## src/rtl/exe_pkg.sv

```systemverilog
// exe_pkg: shared widths, ALU opcodes and multiplier FSM states for the execute stage
package exe_pkg;
  localparam int DSIZE = 16;
  localparam int ASIZE = 4;
  localparam logic [2:0] ALU_ADD = 3'b000;
  localparam logic [2:0] ALU_SUB = 3'b001;
  localparam logic [2:0] ALU_AND = 3'b010;
  localparam logic [2:0] ALU_OR  = 3'b011;
  localparam logic [2:0] ALU_SLL = 3'b100;
  localparam logic [2:0] ALU_SRL = 3'b101;
  localparam logic [2:0] MUL_OP  = 3'b110;
  localparam logic [2:0] ALU_SLT = 3'b111;
  typedef enum logic [1:0] {IDLE = 2'd0, BUSY = 2'd1, DONE = 2'd2} mul_state_t;
endpackage

```

## src/rtl/iter_mul.sv

```systemverilog
// iter_mul: iterative shift-add multiplier returning the low DSIZE bits of a*b
module iter_mul #(
  parameter int DSIZE = exe_pkg::DSIZE
) (
  input  logic             clk,
  input  logic             rst,
  input  logic             start,
  input  logic [DSIZE-1:0] a,
  input  logic [DSIZE-1:0] b,
  output logic             busy,
  output logic             done,
  output logic [DSIZE-1:0] product
);
  import exe_pkg::*;
  localparam int CW = $clog2(DSIZE);
  mul_state_t       r_state, w_next;
  logic [DSIZE-1:0] r_acc, r_mcand, r_mplier, w_addend;
  logic [CW-1:0]    r_cnt;
  assign w_addend = r_mplier[0] ? r_mcand : '0;
  assign w_next = (r_state == IDLE && start) ? BUSY :
                  (r_state == BUSY && r_cnt == CW'(DSIZE-2)) ? DONE :
                  (r_state == DONE) ? IDLE : r_state;
  assign busy = r_state == BUSY;
  assign done = r_state == DONE;
  // the final partial product is folded in combinationally during DONE
  assign product = r_acc + w_addend;
  always_ff @(posedge clk) begin
    if (!rst) begin
      r_state  <= IDLE;
      r_acc    <= '0;
      r_mcand  <= '0;
      r_mplier <= '0;
      r_cnt    <= '0;
    end else begin
      r_state <= w_next;
      if (r_state == IDLE && start) begin
        r_acc    <= '0;
        r_mcand  <= a;
        r_mplier <= b;
        r_cnt    <= '0;
      end else if (r_state == BUSY) begin
        r_acc    <= r_acc + w_addend;
        r_mcand  <= r_mcand << 1;
        r_mplier <= r_mplier >> 1;
        r_cnt    <= r_cnt + 1'b1;
      end
    end
  end
endmodule

```

## src/rtl/exe_stage.sv

```systemverilog
// exe_stage: ALU, branch resolution and EXE/MEM register, stalling upstream during multiply
module exe_stage #(
  parameter int         DSIZE  = exe_pkg::DSIZE,
  parameter int         ASIZE  = exe_pkg::ASIZE,
  parameter logic [2:0] MUL_OP = exe_pkg::MUL_OP
) (
  input  logic             clk,
  input  logic             rst,
  input  logic [DSIZE-1:0] rdata1_in,
  input  logic [DSIZE-1:0] rdata2_in,
  input  logic [DSIZE-1:0] imm_in,
  input  logic [2:0]       ALUop_in,
  input  logic             ALUSrc_in,
  input  logic             branch_in,
  input  logic             memWrite_in,
  input  logic             writeEn_in,
  input  logic             jal_in,
  input  logic [ASIZE-1:0] waddr_in,
  input  logic [DSIZE-1:0] nPC_in,
  input  logic             memToReg_in,
  output logic             stall_out,
  output logic [DSIZE-1:0] alu_result_out,
  output logic [DSIZE-1:0] wdata_out,
  output logic             memWrite_out,
  output logic             writeEn_out,
  output logic             jal_out,
  output logic             memToReg_out,
  output logic [ASIZE-1:0] waddr_out,
  output logic [DSIZE-1:0] nPC_out,
  output logic             branch_taken_out,
  output logic [DSIZE-1:0] branch_target_out
);
  import exe_pkg::*;
  logic [DSIZE-1:0] w_b, w_alu, w_product;
  logic             w_is_mul, w_busy, w_done, w_stall;
  assign w_b      = ALUSrc_in ? imm_in : rdata2_in;
  assign w_is_mul = ALUop_in == MUL_OP;
  iter_mul #(.DSIZE(DSIZE)) u_mul (
    .clk(clk), .rst(rst), .start(w_is_mul), .a(rdata1_in), .b(w_b),
    .busy(w_busy), .done(w_done), .product(w_product)
  );
  assign w_stall   = rst & ((w_is_mul & ~w_busy & ~w_done) | w_busy);
  assign stall_out = w_stall;
  always_comb begin
    w_alu = '0;
    case (ALUop_in)
      ALU_ADD: w_alu = rdata1_in + w_b;
      ALU_SUB: w_alu = rdata1_in - w_b;
      ALU_AND: w_alu = rdata1_in & w_b;
      ALU_OR:  w_alu = rdata1_in | w_b;
      ALU_SLL: w_alu = rdata1_in << w_b[3:0];
      ALU_SRL: w_alu = rdata1_in >> w_b[3:0];
      MUL_OP:  w_alu = w_product;
      ALU_SLT: w_alu = {{(DSIZE-1){1'b0}}, $signed(rdata1_in) < $signed(w_b)};
      default: w_alu = '0;
    endcase
  end
  // stalled cycles push a bubble downstream; only the DONE cycle emits the multiply
  always_ff @(posedge clk) begin
    if (!rst || w_stall) begin
      alu_result_out    <= '0;
      wdata_out         <= '0;
      memWrite_out      <= 1'b0;
      writeEn_out       <= 1'b0;
      jal_out           <= 1'b0;
      memToReg_out      <= 1'b0;
      waddr_out         <= '0;
      nPC_out           <= '0;
      branch_taken_out  <= 1'b0;
      branch_target_out <= '0;
    end else begin
      alu_result_out    <= w_alu;
      wdata_out         <= rdata2_in;
      memWrite_out      <= memWrite_in;
      writeEn_out       <= writeEn_in;
      jal_out           <= jal_in;
      memToReg_out      <= memToReg_in;
      waddr_out         <= waddr_in;
      nPC_out           <= nPC_in;
      branch_taken_out  <= branch_in & (rdata1_in == rdata2_in);
      branch_target_out <= nPC_in + imm_in;
    end
  end
endmodule

```

## config.mk

```make
export PLATFORM = sky130hd
export DESIGN_NAME = exe_stage
export DESIGN_NICKNAME = d
export VERILOG_FILES = /design/src/rtl/exe_pkg.sv /design/src/rtl/iter_mul.sv /design/src/rtl/exe_stage.sv
export SDC_FILE = /design/constraint.sdc
export NUM_CORES = 1
export LEC_CHECK = 0
export BUFFER_PORTS_ARGS = -buffer_cell sky130_fd_sc_hd__buf_2
export CAP_MARGIN = 25
export CELL_PAD_IN_SITES_DETAIL_PLACEMENT = 2
export CELL_PAD_IN_SITES_GLOBAL_PLACEMENT = 2
export CORE_UTILIZATION = 37
export DETAILED_ROUTE_END_ITERATION = 7
export PLACE_DENSITY_LB_ADDON = 0.2
export SYNTH_ARGS = -nofsm -noshare
export SYNTH_HDL_FRONTEND = slang
export SYNTH_SLANG_ARGS = --single-unit
```

## constraint.sdc

```tcl
create_clock -name clk -period 6.1 [get_ports clk]
set_input_delay 0.61 -clock clk [delete_from_list [all_inputs] [get_ports clk]]
set_output_delay 0.61 -clock clk [all_outputs]
set_load 0.05 [all_outputs]
```

==> results of run 1 <==
Yosys cell counts, types with 6 or more instances:
cell type,count
a21boi_0,13
o211ai_1,29
o2111ai_1,6
nor2b_1,15
a211oi_1,20
buf_1,6
o21ai_0,31
ha_1,83
nor2_1,84
and2_1,16
a31oi_1,14
buf_2,13
a221oi_1,8
mux2i_1,73
o21bai_1,7
nand3_1,17
nand2_1,135
nor3_1,33
a21oi_1,57
or3_1,10
inv_1,61
nand2b_1,14
and3_1,44
clkbuf_1,43
nand4_1,11
a21boi_1,6
a21o_1,7
xor2_1,17
o22ai_1,10
dfxtp_1,127
o211a_1,15
o21a_1,11
xnor2_1,34
o21ai_1,12
buf_6,7
final cells by class:
type	count	area (um2)	area share (%)
timing repair buffer	167	881	7.76
tap	335	419	3.69
clock buffer	18	439	3.87
inverter	65	244	2.15
sequential	127	2540	22.4
clock inverter	14	169	1.49
antenna	2	5.00	0.0441
multi-input combinational	934	6650	58.6
cells by family (layout without fill, tap and decap cells):
| group | Yosys count | after routing |
|---|---|---|
| compound gates | 313 | 313 |
| xor+xnor | 51 | 51 |
| fa+ha+maj | 87 | 87 |
| buf+inv | 145 | 264 |
| flops | 127 | 127 |
| mux | 77 | 77 |
| other cells | 0 | 2 |
| simple gates | 406 | 406 |
worst reg2reg max path: stages, from the launching register on:
cell and delay, ns:
dfxtp_1 0.70, and2_1 0.22, ha_1 0.17, inv_1 0.07, fa_1 0.45, nor2b_1 0.22
o31a_1 0.19, o21ai_1 0.11, a21oi_1 0.22, a31oi_1 0.24, nor4_1 0.65, o31ai_1 0.24
nand3_1 0.11
how the worst min path moves through the flow:
stage	slack (ns)	depth (start not counted)	end	from
floorplan	0.43	2	u_mul.r_mplier[10]	u_mul.r_mplier[10]
global placement	0.44	2	u_mul.r_mplier[6]	u_mul.r_mplier[6]
detailed placement	0.45	2	u_mul.r_mplier[10]	u_mul.r_mplier[10]
CTS	0.39	2	jal_out	jal_in
global route	0.40	2	jal_out	jal_in
finish	0.40	2	jal_out	jal_in
state kept, by name, indices dropped and copies added, names as in the netlist, 2 cells and up:
register           flops
u_mul.r_mcand         16
nPC_out               16
alu_result_out        16
wdata_out             16
u_mul.r_acc           16
u_mul.r_state          2
u_mul.r_cnt            4
waddr_out              4
u_mul.r_mplier        16
branch_target_out     16
layer usage:
metal / vias to the layer above / global-route usage [%] / wire length, um
li1: 4533 / - / -
met1: 5036 / 40.2 / 18100
met2: 310 / 50.9 / 19800
met3: 56 / 5.24 / 2550
met4: 0 / 9.88 / 1040
met5: - / 0 / 0
metrics by stage:
step / utilization (%) / total power [mW] / instance area, um2
finish: 43.4 / 2.89 / 11300
global route: 43.4 / 2.99 / 11300
CTS: 43.4 / 2.90 / 11300
detailed placement: 41.1 / 1.77 / 10700
global placement: 41.0 / 1.75 / 10700
floorplan: - / 1.52 / 9880
power by group through the flow:
stage	logic [mW]	clock network, mW	registers [mW]
after floorplan	0.471	0	1.05
after global placement	0.828	0	0.920
after detailed placement	0.850	0	0.922
after CTS	0.862	1.13	0.904
after global routing	0.928	1.15	0.910
final	0.869	1.11	0.904
==> metrics.txt, run 1 <==
worst slack at placement 1.71 ns; Synth async-reset ratio 0%; share of final-layout standard cells stronger than drive strength 1 18.4%; setup violation total in the final timing report 0; Starting Density 37.8%; Antenna Nets Post-Route 0; fraction of the cycle the final worst path needs 65.7%; worst-case headroom to the max-slew limit 35.2%; Synth Register Bits 127; core area 26100 um2; Worst Hold Slack 0.396 ns; Setup Buffers After CTS 0; parity-gate share of the synthesized area counting xor and xnor cells 4.52%; Crit Reg-Reg Endpoint alu_result_out[14]; post-synthesis instance area 9880 um2; critical path depth 12; most frequent standard cell in the layout excluding fill and tap cells buf_2; clock latency on the worst-skew pair 0.44 ns; final estimated routing congestion in global placement 0.890; Root Driver clkbuf_16; fraction of power consumed by the clock network 38.5%; cell with the biggest individual delay on the critical path a2111oi_1; cell type contributing the most total cell area after synthesis dfxtp_1; number of sinks on the clock net 127; stage delay of the slowest cell on the critical path 0.59 ns; EDFF count, synth 0; r2r startpoint u_mul.r_mplier[0]; number of vias after detailed routing 9935; clock-pin slew on the worst setup and hold paths 0.08 ns; Worst VDD drop 0.000138 V; internal power component 1.78 mW; setup slack, reg-to-reg 2.45 ns; wire length after detailed routing 41600 um; number of port buffers 152; Final Non-Filler Cells 1662; overall die area 27300 um2; kind of end point of the critical path flip-flop; deepest level of the CTS H-tree 4; highest net fanout along the worst path 33; die extent in x 165 um; status complete, but fails checks; element type at the critical path start primary input; Final Max Tran Viols 0; post-synthesis mux area share 8.20%; count of pins on the block boundary 153; complex-gate fraction of the synthesized area 23.0%; TritonCTS clock tree done; CTS Buffer Depth 2; Net Sw Frac 38.2%; DRT Pass-1 Iters 7; setup clock skew after layout 0.0165 ns; Net Count, Synth 1372; PostCTS Resize Cnt 0; worst setup path endpoint alu_result_out[14]; remaining global-route overflow 0; required time of the critical path 6.39 ns; YS warnings 0; Tightest Hold Check Type in2reg; transition time of the tightest slew-check pin 0.972 ns; number of buffers created by CTS 17; routed wire length per instance 25.0 um; number of antenna violations at the first check in global routing 2; DRC marker count from the first detailed-route iteration 571; share of total power in combinational logic 30.1%; synthesized-area fraction occupied by and/or/nand/nor cells 19.9%; achievable clock frequency 0.249 GHz; DRC errors left 26; worst path bufs/invs 2; layout overhead on the synthesized area 14.9%; most used cells in the layout excluding fill and tap cells buf_2 (152), nand2_1 (135), dfxtp_1 (127); Fin. Hold Viols 0; adder-cell area share of the yosys netlist 11.3%; Synth cell types 91; global-route wire length before repair 62500 um; RSZ-0062 raised after global routing no; Top Family by Delay on Critical Path compound AO/OA/AOI/OAI gates; Most used DFF post-synth dfxtp_1; leak pwr 5.19 nW; minimum period implied by the final worst setup slack 4.01 ns; number of instances in the synthesized netlist 1206; number of cell rows 59; Yosys top cell area share 25.7%; Max Cap Viol 0; CP Class in2reg; ordered cell list for the critical path buf_2, mux2i_4, buf_4, ha_1, and2b_4, o31ai_4, a21oi_2, a211oi_2, o21ai_2, a2111oi_1, or3_2, nand3_1; share of total power in sequential cells 31.3%; smallest setup slack after layout 2.09 ns; critical path launch point ALUSrc_in; pin count of the biggest net entering global routing 79; Arrival @ worst endpoint 4.30 ns; gr usage total 30.7%; placed wire-length estimate 30600 um; power per cell area 254 nW/um2; largest family of logic cells by synthesized area compound AO/OA/AOI/OAI gates; height of the die 165 um; # hold bufs at CTS 0; via count normalized by instance count 5.98; top cells by area, synth dfxtp_1 (26%), ha_1 (11%), mux2i_1 (7.4%), nand2_1 (5.1%), nor2_1 (3.2%); number of placed instances with taps included 1628; portion of the post-synthesis area used by sequential elements 25.7%; nets@finish 1478; via count of the first global-routing pass 10228; number of fill cells 3013; aggregate negative setup slack 0 ns; failing checks design-rule violations; switching power 1.10 mW; mean instance size in the synthesized netlist 8.19 um2; Worst R2R Path Depth 12
No activity file was read; power rests on OpenSTA's default activity.
==> run 2: changes to the inputs <==
--- a/config.mk
+++ b/config.mk
@@ -9,7 +9,7 @@
 export CAP_MARGIN = 25
 export CELL_PAD_IN_SITES_DETAIL_PLACEMENT = 2
 export CELL_PAD_IN_SITES_GLOBAL_PLACEMENT = 2
-export CORE_UTILIZATION = 37
+export CORE_UTILIZATION = 34
 export DETAILED_ROUTE_END_ITERATION = 7
 export PLACE_DENSITY_LB_ADDON = 0.2
 export SYNTH_ARGS = -nofsm -noshare
==> constraint.sdc (replaced) <==
create_clock -name clk -period 4.04 [get_ports clk]
set_input_delay 0.404 -clock clk [delete_from_list [all_inputs] [get_ports clk]]
set_output_delay 0.404 -clock clk [all_outputs]
set_load 0.05 [all_outputs]
==> run 2 against run 1 <==
Net effect:
- the run now ends clean
- non-clock buffer count up 8
- global-route usage decreased by 2.6 points
- via count up 0.20%
==> metrics.txt, run 2 (synthesis gave the netlist of run 1 again) <==
status complete, no violations (was complete, but fails checks); number of antenna violations at the first check in global routing 2 (unchanged); Max Cap Viol 0 (unchanged); layout overhead on the synthesized area 15.9% (was 14.9%); Inserted Diodes 0 (was 2); remaining global-route overflow 0 (unchanged); share of final-layout standard cells stronger than drive strength 1 18.9% (was 18.4%); Tightest Hold Check Type in2reg (unchanged); final estimated routing congestion in global placement 0.934 (was 0.890); Setup Buffers After CTS 0 (unchanged); via count normalized by instance count 5.80 (was 5.98); hold path startpoint waddr_in[3] (was jal_in); Antenna Nets Post-Route 0 (unchanged); element type at the critical path start flip-flop (was primary input); CTS Buffer Depth 2 (unchanged); number of sinks on the clock net 127 (unchanged); number of buffers created by CTS 17 (unchanged); DRC marker count from the first detailed-route iteration 589 (was 571); transition time of the tightest slew-check pin 0.897 ns (was 0.972 ns); DRC errors left 0 (was 26); global-route wire length before repair 61900 um (was 62500 um); aggregate negative setup slack 0 ns (unchanged); PostCTS Resize Cnt 0 (unchanged); critical path launch point u_mul.r_mplier[0] (was ALUSrc_in); smallest setup slack after layout 0.745 ns (was 2.09 ns); kind of end point of the critical path flip-flop (unchanged); Starting Density 34.5% (was 37.8%); most used cells in the layout excluding fill and tap cells buf_2 (152), nand2_1 (135), dfxtp_1 (127) (unchanged); setup violation total in the final timing report 0 (unchanged); clock latency on the worst-skew pair 0.44 ns (about the same); highest net fanout along the worst path 17 (was 33); Root Driver clkbuf_16 (unchanged); # hold bufs at CTS 0 (unchanged); leak pwr 5.22 nW (was 5.19 nW); placed wire-length estimate 32100 um (was 30600 um); worst slack at placement 0.425 ns (was 1.71 ns); number of vias after detailed routing 9955 (was 9935); minimum period implied by the final worst setup slack 3.30 ns; fraction of the cycle the final worst path needs 81.6%; TritonCTS clock tree done (unchanged); overall die area 29700 um2 (was 27300 um2); setup clock skew after layout 0.0141 ns (was 0.0165 ns); routed wire length per instance 24.5 um (was 25.0 um); number of cell rows 62 (was 59); Arrival @ worst endpoint 3.61 ns (was 4.30 ns); required time of the critical path 4.35 ns (was 6.39 ns); Worst VDD drop 0.000262 V (was 0.000138 V); r2r startpoint u_mul.r_mplier[0] (unchanged); Final Max Tran Viols 0 (unchanged); via count of the first global-routing pass 10135 (was 10228); pin count of the biggest net entering global routing 50 (was 79); power per cell area 378 nW/um2 (was 254 nW/um2); nets@finish 1486 (was 1478); worst-case headroom to the max-slew limit 40.0% (was 35.2%); most frequent standard cell in the layout excluding fill and tap cells buf_2 (unchanged); gr usage total 28.1% (was 30.7%); count of pins on the block boundary 153 (unchanged); DRT Pass-1 Iters 6 (was 7); deepest level of the CTS H-tree 4 (unchanged); wire length after detailed routing 42000 um (was 41600 um); die extent in x 172 um (was 165 um); Fin. Hold Viols 0 (unchanged); height of the die 172 um (was 165 um); CP Class reg2reg (was in2reg); core area 28600 um2 (was 26100 um2); clock-pin slew on the worst setup and hold paths 0.07 ns (was 0.08 ns); achievable clock frequency 0.303 GHz; number of port buffers 152 (unchanged); RSZ-0062 raised after global routing no (unchanged)
run 2: changes by cell type in the layout (fill, tap and decap cells not counted):
cell / change
clkinv_4: +1
inv_6: -1
bufinv_16: -1
diode_2: -2
buf_8: -1
clkbuf_8: -1
clkinv_8: +2
buf_4: +9
run 2: worst max-delay path: stages (launching register included):
cell and delay [ns]:
dfxtp_1 0.69, and2_1 0.21, ha_1 0.16, inv_1 0.07, fa_1 0.45, nor2b_1 0.19
o31a_1 0.17, o21ai_1 0.11, a21oi_1 0.22, a31oi_1 0.26, a41o_2 0.37, o31ai_1 0.19
nand3_1 0.09
run 2: report_power, final:
group          total, mW  leakage, nW  switching [mW]  internal, mW
Combinational       1.32         3.89           0.904         0.417
Sequential          1.37         1.04          0.0354          1.33
Clock               1.64        0.283           0.756         0.881
Total               4.32         5.22            1.70          2.63
run 2: worst paths after layout:
path	endpoint	slack [ns]	cells past startpoint
min reg2reg	u_mul.r_mplier[7]	0.46	2
max	alu_result_out[14]	0.74	12
min	waddr_out[3]	0.20	2
max reg2reg	alu_result_out[14]	0.74	12
run 2: area by class of cell:
cell class              instances  area (um2)
clock buffers                  17         425
clock inverters                15         171
fillers                      3313       17200
inverters                      65         244
multi-input cells             934        6650
flip-flops and latches        127        2540
well taps                     384         480
repair buffers                175         933
run 2: metal layers:
metal	track usage, %	up-vias	wire (um)
met3	3.39	70	1890
li1	-	4547	-
met1	36.6	5052	19000
met4	9.89	0	1190
met2	47.7	286	19900
met5	0	-	0
run 2: metrics by stage:
stage | utilization [%] | hold slack, ns | instances | power, mW | cell area [um2]
2_1_floorplan | - | 0.431 | 1206 | 2.30 | 9880
3_3_place_gp | 37.9 | 0.441 | 1685 | 2.67 | 10900
3_5_place_dp | 37.9 | 0.452 | 1685 | 2.70 | 10900
4_1_cts | 40.0 | 0.188 | 1717 | 4.35 | 11400
5_1_grt | 40.0 | 0.206 | 1717 | 4.48 | 11400
6_report | 40.0 | 0.196 | 1717 | 4.32 | 11400
==> run 3: changes to the inputs <==
--- a/config.mk
+++ b/config.mk
@@ -5,11 +5,12 @@
 export SDC_FILE = /design/constraint.sdc
 export NUM_CORES = 1
 export LEC_CHECK = 0
+export ABC_AREA = 1
 export BUFFER_PORTS_ARGS = -buffer_cell sky130_fd_sc_hd__buf_2
 export CAP_MARGIN = 25
 export CELL_PAD_IN_SITES_DETAIL_PLACEMENT = 2
 export CELL_PAD_IN_SITES_GLOBAL_PLACEMENT = 2
-export CORE_UTILIZATION = 34
+export CORE_UTILIZATION = 28
 export DETAILED_ROUTE_END_ITERATION = 7
 export PLACE_DENSITY_LB_ADDON = 0.2
 export SYNTH_ARGS = -nofsm -noshare
==> constraint.sdc (replaced) <==
create_clock -name clk -period 2.9 [get_ports clk]
set_input_delay 0.29 -clock clk [delete_from_list [all_inputs] [get_ports clk]]
set_output_delay 0.29 -clock clk [all_outputs]
set_load 0.05 [all_outputs]
==> run 3 against run 2 <==
Net effect:
- sequential power up 41%
- clock skew down 0.0033 ns
- die area up 25%
- total power up 44%
- worst setup slack worse by 0.44 ns
- routed wire length up 24%
- core utilization down 5.4 points
- first-iteration DRC count up 0.17%
- critical endpoint is now alu_result_out[11]
==> metrics.txt, run 3 <==
status complete, no violations (unchanged); stage delay of the slowest cell on the critical path 0.46 ns (was 0.69 ns); Synth Register Bits 127 (unchanged); cell with the biggest individual delay on the critical path ha_1 (was dfxtp_1); most frequent cell on the critical path nor2_1; setup violation total in the final timing report 0 (unchanged); RSZ-0062 raised after global routing no (unchanged); routed wire length per instance 22.6 um (was 24.5 um); TritonCTS clock tree done (unchanged); Starting Density 28.5% (was 34.5%); smallest setup slack after layout 0.303 ns (was 0.745 ns); deepest level of the CTS H-tree 4 (unchanged); fraction of the cycle the final worst path needs 89.5%; Setup Buffers After CTS 0 (unchanged); count of pins on the block boundary 153 (unchanged); final core occ 34.6% (was 40.0%); DRC marker count from the first detailed-route iteration 590 (was 589); height of the die 193 um (was 172 um); via count of the first global-routing pass 13053 (was 10135); Tightest Hold Check Type in2reg (unchanged); final estimated routing congestion in global placement 0.960 (was 0.934); placed wire-length estimate 42600 um (was 32100 um); number of cell rows 69 (was 62); minimum period implied by the final worst setup slack 2.60 ns; portion of the post-synthesis area used by sequential elements 24.9% (was 25.7%); die extent in x 193 um (was 172 um); commonest cells in the synthesized netlist nand2_1 (419), inv_1 (239), nand3_1 (216), nor2_1 (164), dfxtp_1 (127) (was nand2_1 (135), dfxtp_1 (127), nor2_1 (84), ha_1 (83), mux2i_1 (73)); Antenna Nets Post-Route 0 (unchanged); most repeated cell in the gate-level netlist after synthesis nand2_1 (unchanged); number of sinks on the clock net 127 (unchanged); setup clock skew after layout 0.0108 ns (was 0.0141 ns); number of port buffers 152 (unchanged); Most used DFF post-synth dfxtp_1 (unchanged); number of placed instances with taps included 2282 (was 1685); CP Class in2reg (was reg2reg); critical path launch point ALUSrc_in (was u_mul.r_mplier[0]); via count normalized by instance count 5.24 (was 5.80); cell type contributing the most total cell area after synthesis dfxtp_1 (unchanged); kind of end point of the critical path flip-flop (unchanged); highest net fanout along the worst path 14 (was 17); number of vias after detailed routing 12134 (was 9955); Yosys top cell area share 24.9% (was 25.7%); number of fill cells 4524 (was 3313); Top Family by Delay on Critical Path simple AND/OR/NAND/NOR gates (was compound AO/OA/AOI/OAI gates); most frequent standard cell in the layout excluding fill and tap cells nand2_1 (was buf_2); Synth cell types 40 (was 91); transition time of the tightest slew-check pin 1.04 ns (was 0.897 ns); YS warnings 0 (unchanged); aggregate negative setup slack 0 ns (unchanged); Net Sw Frac 40.8% (was 39.2%); Final Max Tran Viols 0 (unchanged); Arrival @ worst endpoint 2.93 ns (was 3.61 ns); remaining global-route overflow 0 (unchanged); fraction of power consumed by the clock network 35.1% (was 37.9%); share of total power in combinational logic 33.9% (was 30.5%); gr usage total 28.9% (was 28.1%); EDFF count, synth 0 (unchanged); number of antenna violations at the first check in global routing 2 (unchanged); DRC errors left 0 (unchanged); internal power component 3.69 mW (was 2.63 mW); core area 35700 um2 (was 28600 um2); switching power 2.54 mW (was 1.70 mW); share of final-layout standard cells stronger than drive strength 1 15.4% (was 18.9%); required time of the critical path 3.24 ns (was 4.35 ns); achievable clock frequency 0.385 GHz; hold path startpoint jal_in (was waddr_in[3]); share of total power in sequential cells 31.0% (was 31.6%); r2r startpoint u_mul.r_mplier[0] (unchanged); most used cells in the layout excluding fill and tap cells nand2_1 (419), inv_1 (239), nand3_1 (215) (was buf_2 (152), nand2_1 (135), dfxtp_1 (127)); overall die area 37200 um2 (was 29700 um2); Fin. Hold Viols 0 (unchanged); Net Count, Synth 1829 (was 1372); # hold bufs at CTS 0 (unchanged); number of buffers created by CTS 17 (unchanged); post-route total power 6.23 mW (was 4.32 mW); layout overhead on the synthesized area 21.4% (was 15.9%); top cells by area, synth dfxtp_1 (25%), nand2_1 (15%), nand3_1 (11%), ha_1 (10%), inv_1 (8.8%) (was dfxtp_1 (26%), ha_1 (11%), mux2i_1 (7.4%), nand2_1 (5.1%), nor2_1 (3.2%)); pin count of the biggest net entering global routing 47 (was 50); element type at the critical path start primary input (was flip-flop); DRT Pass-1 Iters 5 (was 6); Synth async-reset ratio 0% (unchanged); Worst VDD drop 0.000445 V (was 0.000262 V); Max Cap Viol 0 (unchanged); nets@finish 2006 (was 1486); leak pwr 6.62 nW (was 5.22 nW); worst-case headroom to the max-slew limit 30.1% (was 40.0%); mean instance size in the synthesized netlist 6.13 um2 (was 8.19 um2); ordered cell list for the critical path buf_2, inv_1, buf_4, or2_2, o21ai_0, ha_1, nor2_1, nand2_1, nor2_1, nand2_1, nand3_1, nand2_1, nand3_1, nand4_1, nor2_1, nor2_1 (was and2_1, ha_1, inv_1, fa_1, nor2b_1, o31a_1, o21ai_1, a21oi_1, a31oi_1, a41o_2, o31ai_1, nand3_1); wire length after detailed routing 52200 um (was 42000 um); global-route wire length before repair 78800 um (was 61900 um); post-synthesis instance area 10200 um2 (was 9880 um2); clock-pin slew on the worst setup and hold paths 0.07 ns (about the same); CTS Buffer Depth 2 (unchanged); Final Non-Filler Cells 2314 (was 1717); worst path bufs/invs 3 (was 1); Root Driver clkbuf_16 (unchanged); number of instances in the synthesized netlist 1663 (was 1206); power per cell area 503 nW/um2 (was 378 nW/um2); worst slack at placement -0.0639 ns (was 0.425 ns); clock latency on the worst-skew pair 0.46 ns (was 0.44 ns)
[run 3: changes by cell type after synthesis, moves of 27 or more]
cell     before  now
nand2_1     135  419
and3_1       44    1
xnor2_1      34    7
inv_1        61  239
nor2_1       84  164
a21oi_1      57   95
mux2i_1      73    0
nand3_1      17  216
[run 3: final timing paths]
path,cells past startpoint,slack [ns],to
hold / removal,3,0.04,jal_out
hold reg to reg,2,0.47,u_mul.r_acc[0]
setup / recovery,16,0.30,alu_result_out[11]
setup reg to reg,14,0.36,alu_result_out[8]
[run 3: what timing repair did]
item / 4_1_cts / 5_1_grt
gates resized for setup: 0 / 1
hold endpoints to repair: 0 / 0
endpoints found under the setup margin: 0 / 1
[run 3: layer usage]
layer	track usage (%)	part of all wire [%]	vias to the layer above
met2	49.1	47	332
met3	4.84	5.2	81
met5	0	0.025	-
met1	36.1	44	5974
li1	-	-	5745
met4	11.1	3.4	2
[run 3: worst register-to-register path: stages, from the launching register on]
cell and delay (ns):
dfxtp_2 0.44, nand2_1 0.08, inv_1 0.05, ha_1 0.18
inv_1 0.09, fa_1 0.44, inv_1 0.10, nand3_1 0.07
nand3_1 0.16, a21oi_1 0.11, xnor2_1 0.31, nand2_1 0.21
nand4_1 0.15, nand2_1 0.05, inv_1 0.05
[run 3: per-stage QoR]
stage | area (um2) | hold slack (ns)
after floorplan | 10200 | 0.402
after global placement | 11800 | 0.447
after detailed placement | 11800 | 0.466
after CTS | 12400 | 0.0232
after global routing | 12400 | 0.0448
final | 12400 | 0.0367
[run 3: cell type report]
type | count | area [um2] | share of cell area, %
Multi-Input combinational cell | 1230 | 6460 | 52.2
Timing Repair Buffer | 220 | 1310 | 10.6
Clock inverter | 13 | 128 | 1.03
Sequential cell | 127 | 2540 | 20.5
Inverter | 244 | 916 | 7.40
Clock buffer | 18 | 439 | 3.55
Tap cell | 461 | 577 | 4.66
Antenna cell | 1 | 2.50 | 0.0202
[run 3: cell families (layout without fill, tap and decap cells)]
| group | count (synthesis) | after routing | synth area share [%] |
|---|---|---|---|
| xor+xnor | 16 | 16 | 1.37 |
| fa+ha+maj | 87 | 87 | 11.0 |
| other cells | 0 | 1 | 0 |
| simple gates | 863 | 863 | 36.1 |
| buf+inv | 306 | 495 | 11.8 |
| flops | 127 | 127 | 24.9 |
| compound gates | 264 | 264 | 14.8 |
[run 3: power by group through the flow]
stage          registers [mW]  clock network (mW)  logic [mW]
2_1_floorplan            2.23                   0        1.01
3_3_place_gp             1.96                   0        2.04
3_5_place_dp             1.97                   0        2.08
4_1_cts                  1.93                2.25        2.10
5_1_grt                  1.94                2.29        2.28
6_report                 1.93                2.19        2.11
